--- src/rtl/sync_multi_bit_filtered.sv ---
// -----------------------------------------------------------------------------
// sync_multi_bit_filtered
//
// Brings a slow or asynchronous multi-bit bus (ADC codes, switch banks, DDS
// words) into the clk domain. The bus first passes through a plain STAGES-deep
// flop chain. A stability filter then commits a value to sync_out only after
// the synchronised bus has shown that value on STABLE_CYCLES consecutive
// cycles. This rejects torn samples taken while the source bits were still
// changing.
//
// Parameters
//   WIDTH          bus width (>=1)
//   STAGES         synchroniser flops ahead of the filter (>=2)
//   STABLE_CYCLES  consecutive equal samples needed to commit (>=1);
//                  1 disables filtering
//   RESET_VALUE    value loaded into the chain, the candidate and sync_out
//   CNT_WIDTH      width of reject_cnt
//
// Ports
//   clk         in   1          system clock
//   rst         in   1          asynchronous, active-high reset
//   sig_in      in   WIDTH      asynchronous input bus
//   sync_out    out  WIDTH      filtered, synchronised value
//   changed     out  1          one-cycle pulse when sync_out takes a new value
//   stable      out  1          bus equals sync_out and the run is complete
//   reject_cnt  out  CNT_WIDTH  saturating count of abandoned transient values
//   clr_cnt     in   1          synchronous clear of reject_cnt (clk domain)
// -----------------------------------------------------------------------------
module sync_multi_bit_filtered #(
   parameter int                WIDTH         = 12,
   parameter int                STAGES        = 2,
   parameter int                STABLE_CYCLES = 1,
   parameter logic [WIDTH-1:0]  RESET_VALUE   = '0,
   parameter int                CNT_WIDTH     = 16
) (
   input  logic                 clk,
   input  logic                 rst,
   input  logic [WIDTH-1:0]     sig_in,
   output logic [WIDTH-1:0]     sync_out,
   output logic                 changed,
   output logic                 stable,
   output logic [CNT_WIDTH-1:0] reject_cnt,
   input  logic                 clr_cnt
);

   // Illegal parameter sets are stopped at elaboration.
   if (WIDTH < 1) begin : g_bad_width
      $error("sync_multi_bit_filtered: WIDTH must be >= 1");
   end
   if (STAGES < 2) begin : g_bad_stages
      $error("sync_multi_bit_filtered: STAGES must be >= 2");
   end
   if (STABLE_CYCLES < 1) begin : g_bad_stable
      $error("sync_multi_bit_filtered: STABLE_CYCLES must be >= 1");
   end

   // The guard keeps the run counter at a legal width even when the
   // parameter check above is about to reject the configuration.
   localparam int               RUN_W   = (STABLE_CYCLES < 1) ? 1 : $clog2(STABLE_CYCLES + 1);
   localparam logic [RUN_W-1:0] RUN_MAX = RUN_W'(STABLE_CYCLES);
   localparam logic [RUN_W-1:0] RUN_ONE = RUN_W'(1);

   // ---------------------------------------------------------------------------
   // Synchroniser chain: nothing but flops between stages.
   // ---------------------------------------------------------------------------
   logic [WIDTH-1:0] r_chain [STAGES];

   always_ff @(posedge clk or posedge rst) begin
      if (rst) begin
         for (int k = 0; k < STAGES; k++) begin
            r_chain[k] <= RESET_VALUE;
         end
      end else begin
         r_chain[0] <= sig_in;
         for (int k = 1; k < STAGES; k++) begin
            r_chain[k] <= r_chain[k-1];
         end
      end
   end

   // ---------------------------------------------------------------------------
   // Stability filter
   // ---------------------------------------------------------------------------
   logic [WIDTH-1:0]     r_cand;        // value seen on d last cycle
   logic [RUN_W-1:0]     r_run;         // consecutive cycles r_cand has held
   logic [WIDTH-1:0]     r_sync;
   logic                 r_changed;
   logic                 r_stable;
   logic [CNT_WIDTH-1:0] r_reject_cnt;

   logic [WIDTH-1:0]     w_d;
   logic                 w_same;
   logic [RUN_W-1:0]     w_run_next;
   logic                 w_run_full;
   logic                 w_commit;
   logic [WIDTH-1:0]     w_sync_next;
   logic                 w_stable_next;
   logic                 w_reject;

   always_comb begin
      w_d    = r_chain[STAGES-1];
      w_same = (w_d == r_cand);

      // Run length saturates at STABLE_CYCLES; any new value restarts it at 1.
      w_run_next = RUN_ONE;
      if (w_same) begin
         w_run_next = (r_run >= RUN_MAX) ? RUN_MAX : (r_run + RUN_ONE);
      end
      w_run_full = (w_run_next == RUN_MAX);

      // Returning to the committed value only restarts the run; no commit.
      w_commit      = w_run_full && (w_d != r_sync);
      w_sync_next   = w_commit ? w_d : r_sync;
      w_stable_next = w_run_full && (w_d == w_sync_next);

      // A candidate that differs from sync_out and is abandoned before it
      // completed its run is a rejected transient.
      w_reject = !w_same && (r_cand != r_sync) && (r_run < RUN_MAX);
   end

   always_ff @(posedge clk or posedge rst) begin
      if (rst) begin
         r_cand       <= RESET_VALUE;
         r_run        <= RUN_MAX;
         r_sync       <= RESET_VALUE;
         r_changed    <= 1'b0;
         r_stable     <= 1'b1;
         r_reject_cnt <= '0;
      end else begin
         r_cand    <= w_d;
         r_run     <= w_run_next;
         r_sync    <= w_sync_next;
         r_changed <= w_commit;
         r_stable  <= w_stable_next;

         // Clear has priority over a same-cycle increment; the count
         // sticks at all-ones rather than wrapping.
         if (clr_cnt) begin
            r_reject_cnt <= '0;
         end else if (w_reject && !(&r_reject_cnt)) begin
            r_reject_cnt <= r_reject_cnt + CNT_WIDTH'(1);
         end
      end
   end

   assign sync_out   = r_sync;
   assign changed    = r_changed;
   assign stable     = r_stable;
   assign reject_cnt = r_reject_cnt;

endmodule

--- config.mk ---
export PLATFORM = sky130hd
export DESIGN_NAME = sync_multi_bit_filtered
export DESIGN_NICKNAME = d
export VERILOG_FILES = /design/src/rtl/sync_multi_bit_filtered.sv
export SDC_FILE = /design/constraint.sdc
export NUM_CORES = 1
export LEC_CHECK = 0
export ABC_CLOCK_PERIOD_IN_PS = 2100
export CORE_MARGIN = 2
export CORE_UTILIZATION = 46
export CTS_BUF_LIST = sky130_fd_sc_hd__clkbuf_4 sky130_fd_sc_hd__clkbuf_8 sky130_fd_sc_hd__clkbuf_16
export DETAILED_ROUTE_END_ITERATION = 8
export MAX_ROUTING_LAYER = met4
export PLACE_DENSITY = 0.77
export SETUP_SLACK_MARGIN = 0.05
export SYNTH_ARGS = -nofsm -noshare
export SYNTH_HDL_FRONTEND = slang
export SYNTH_SLANG_ARGS = --single-unit
--- constraint.sdc ---
create_clock -name clk -period 2.1 [get_ports clk]
set_clock_uncertainty 0.05 [all_clocks]
set_input_delay 0.42 -clock clk [delete_from_list [all_inputs] [get_ports clk]]
set_output_delay 0.42 -clock clk [all_outputs]
set_load 0.02 [all_outputs]
==> out/results.tsv <==
metric	value	unit
clockRootBuffer	clkbuf_4	
synth.top_cell.area_share	80.9	%
grt_antenna_before_repair	0	
num_rows	21	
end_kind	output pin	
register_area_share_after_synthesis	82.5	%
cts-root-to-sink-buffers	2	
timing_worst_slew_pin_value	0.508	ns
dieHeight	63.7	µm
clk_latency	0.35	ns
core_area	3390	µm²
io_buffers	44	
hpwlAfterDp	1610	µm
synth.cell_area	1640	µm²
min_clock_period_post_route	1.94	ns
cp.buffers_inverters	1	
critical_path.slowest_cell	clkdlybuf4s50_1	
drv.max_cap_violation_count	0	
post_route_cells_drive_above_1_share	7.14	%
count_leader_synth	dfrtp_1	
crit_type	reg -> out	
final_hold_viols	0	
cp_max_fo	1	
drc	0	
cts.clk_slew.worst_paths	0.13	ns
yosys_warnings	0	
slew_violations	0	
grt_pass1_vias	849	
rsz0062_at_grt	no	
globalRouteOverflowTotal	0	
start_util	48.4	%
nets_in_the_synthesized_netlist	116	
number_of_buffers_inserted_during_clock_tree_synthesis	5	
avgViaCountPerCell	4.38	
crit_chain	clkdlybuf4s50_1	
yosys-top-cells-area	dfrtp_1 (81%), xor2_1 (6.4%), nor2b_1 (6.1%), clkbuf_1 (2.7%), dfstp_2 (1.6%)	
grt.busiest_layer	met2	
crit_path_start_kind	register	
grt_max_degree	34	
fin_ws	0.157	ns
layout-area-overhead-vs-synth	33.5	%
final_tns_setup	0	ns
postSynthCellCount	101	
floorplan.die_area	4060	µm²
dominantRegCellSynth	dfrtp_1	
detail_route.first_pass.iterations	3	
netlist_top_cells_count	dfrtp_1 (53), nor2b_1 (16), clkbuf_1 (12), xor2_1 (12), nor4_1 (3)	
synth_edf_count	0	
worstPathArrival	1.47	ns
drt_first_iter_violations	23	
ys_seq_elements	54	
syn_area_per_cell	16.2	µm²
crit_required	1.63	ns
die_w	63.7	µm
gr-usage-met3	5.36	%
holdCritPathClass	reg -> reg	
post_cts_resize_count	0	
final_report_setup_violation_count	0	
multi_input_area	233	µm²
status	finished, final reports clean	
grtUsageTotal	13.6	%
global_route.usage.met1	17.5	%
timing.critical_path.slowest_cell_delay	0.59	ns
htree_levels	2	
cts_tree	yes	
design.portCount	45	
preCtsSetupSlack	0.544	ns
grt_pass1_wl	3950	µm
synth_area_leader_cell	dfrtp_1	
layout.area.seq	1350	µm²
cts_hold_buffers	0	
p_per_area	804	nW/µm²
post_cts.repair.setup_buffers	0	
wl	2310	µm
final_min_period_over_clock_period	92.5	%
synth_cell_type_count	10	
synth-async-reset-ratio	100	%
gp_congestion	0.651	
static-leakage-power	0.977	nW
routed-via-count	814	
fmaxAchievable	515	MHz
tritoncts_num_sinks	54	
maximum_vdd_drop	0.399	mV
finalNetCount	155	
slew_headroom	66.0	%
filler_cell_count	253	
final_antenna_net_count	0	
grt_use_met2	19.6	%
number_of_diodes	0	
crit_family	buffers and inverters	
drt-wirelength-per-cell	12.4	µm
[state kept, by name (all words and copies together), names as in the netlist]
name	cells
r_chain	12
stable	1
changed	1
sync_out	12
reject_cnt	16
w_d	12
[area by class of cell]
cell class | count | area share (%)
Clock buffer | 6 | 2.34
Clock inverter | 1 | 1.37
Inverter | 1 | 0.172
Multi-Input combinational cell | 33 | 10.6
Sequential cell | 54 | 61.8
Tap cell | 46 | 2.63
Timing Repair Buffer | 45 | 21.0
[path summary, 6_finish.rpt]
| check | startpoint | to | slack [ns] | depth (start not counted) |
|---|---|---|---|---|
| hold reg to reg | r_chain[12]$_DFF_PP0_ | w_d[0]$_DFF_PP0_ | 0.31 | 0 |
| hold / removal | r_chain[12]$_DFF_PP0_ | w_d[0]$_DFF_PP0_ | 0.31 | 0 |
| min in group asynchronous | rst | reject_cnt[6]$_DFFE_PP0P_ | 0.35 | 2 |
| setup / recovery | stable$_DFF_PP1_ | stable | 0.16 | 1 |
| max in group asynchronous | rst | sync_out[1]$_DFF_PP0_ | 1.14 | 3 |
| setup reg to reg | sync_out[8]$_DFF_PP0_ | changed$_DFF_PP0_ | 0.95 | 3 |
[logic make-up after synthesis]
logic type	Yosys count	synth area share, %
buf+inv	14	3.28
other cells	1	0.229
flops	54	82.5
simple gates	20	7.56
xor+xnor	12	6.41
[layout by cell type (no fill, tap or decap)]
cell type	netlist	final
clkbuf_8	0	1
buf_12	0	1
nand3_1	1	1
nor4_1	3	3
conb_1	1	1
clkdlybuf4s50_1	0	44
xor2_1	12	12
dfrtp_1	53	53
clkbuf_4	0	5
inv_2	0	1
bufinv_16	0	1
dfstp_2	1	1
nor2b_1	16	16
[power by group]
group,total (W),switching (W),internal [W]
combinational,0.000114,0.0000557,0.0000580
clock,0.000552,0.000274,0.000278
sequential,0.00110,0.0000189,0.00108
total,0.00176,0.000349,0.00141
[per-stage QoR]
step / cells / power, W / util [%] / area (µm²) / hold WS, ns
finish: 186 / 0.00176 / 64.6 / 2190 / 0.313
global placement: 179 / 0.00123 / 62.2 / 2110 / 0.283
global route: 186 / 0.00184 / 64.6 / 2190 / 0.312
CTS: 186 / 0.00179 / 64.6 / 2190 / 0.310
floorplan: 101 / 0.00117 / - / 1640 / 0.281
detailed placement: 179 / 0.00123 / 62.2 / 2110 / 0.285
[per-layer routing]
layer | wire length [µm] | up-vias
met2 | 1020 | 38
met5 | 0 | -
met1 | 1080 | 396
met3 | 165 | 5
li1 | - | 375
met4 | 41 | 0
(Power assumes the default switching activity.)
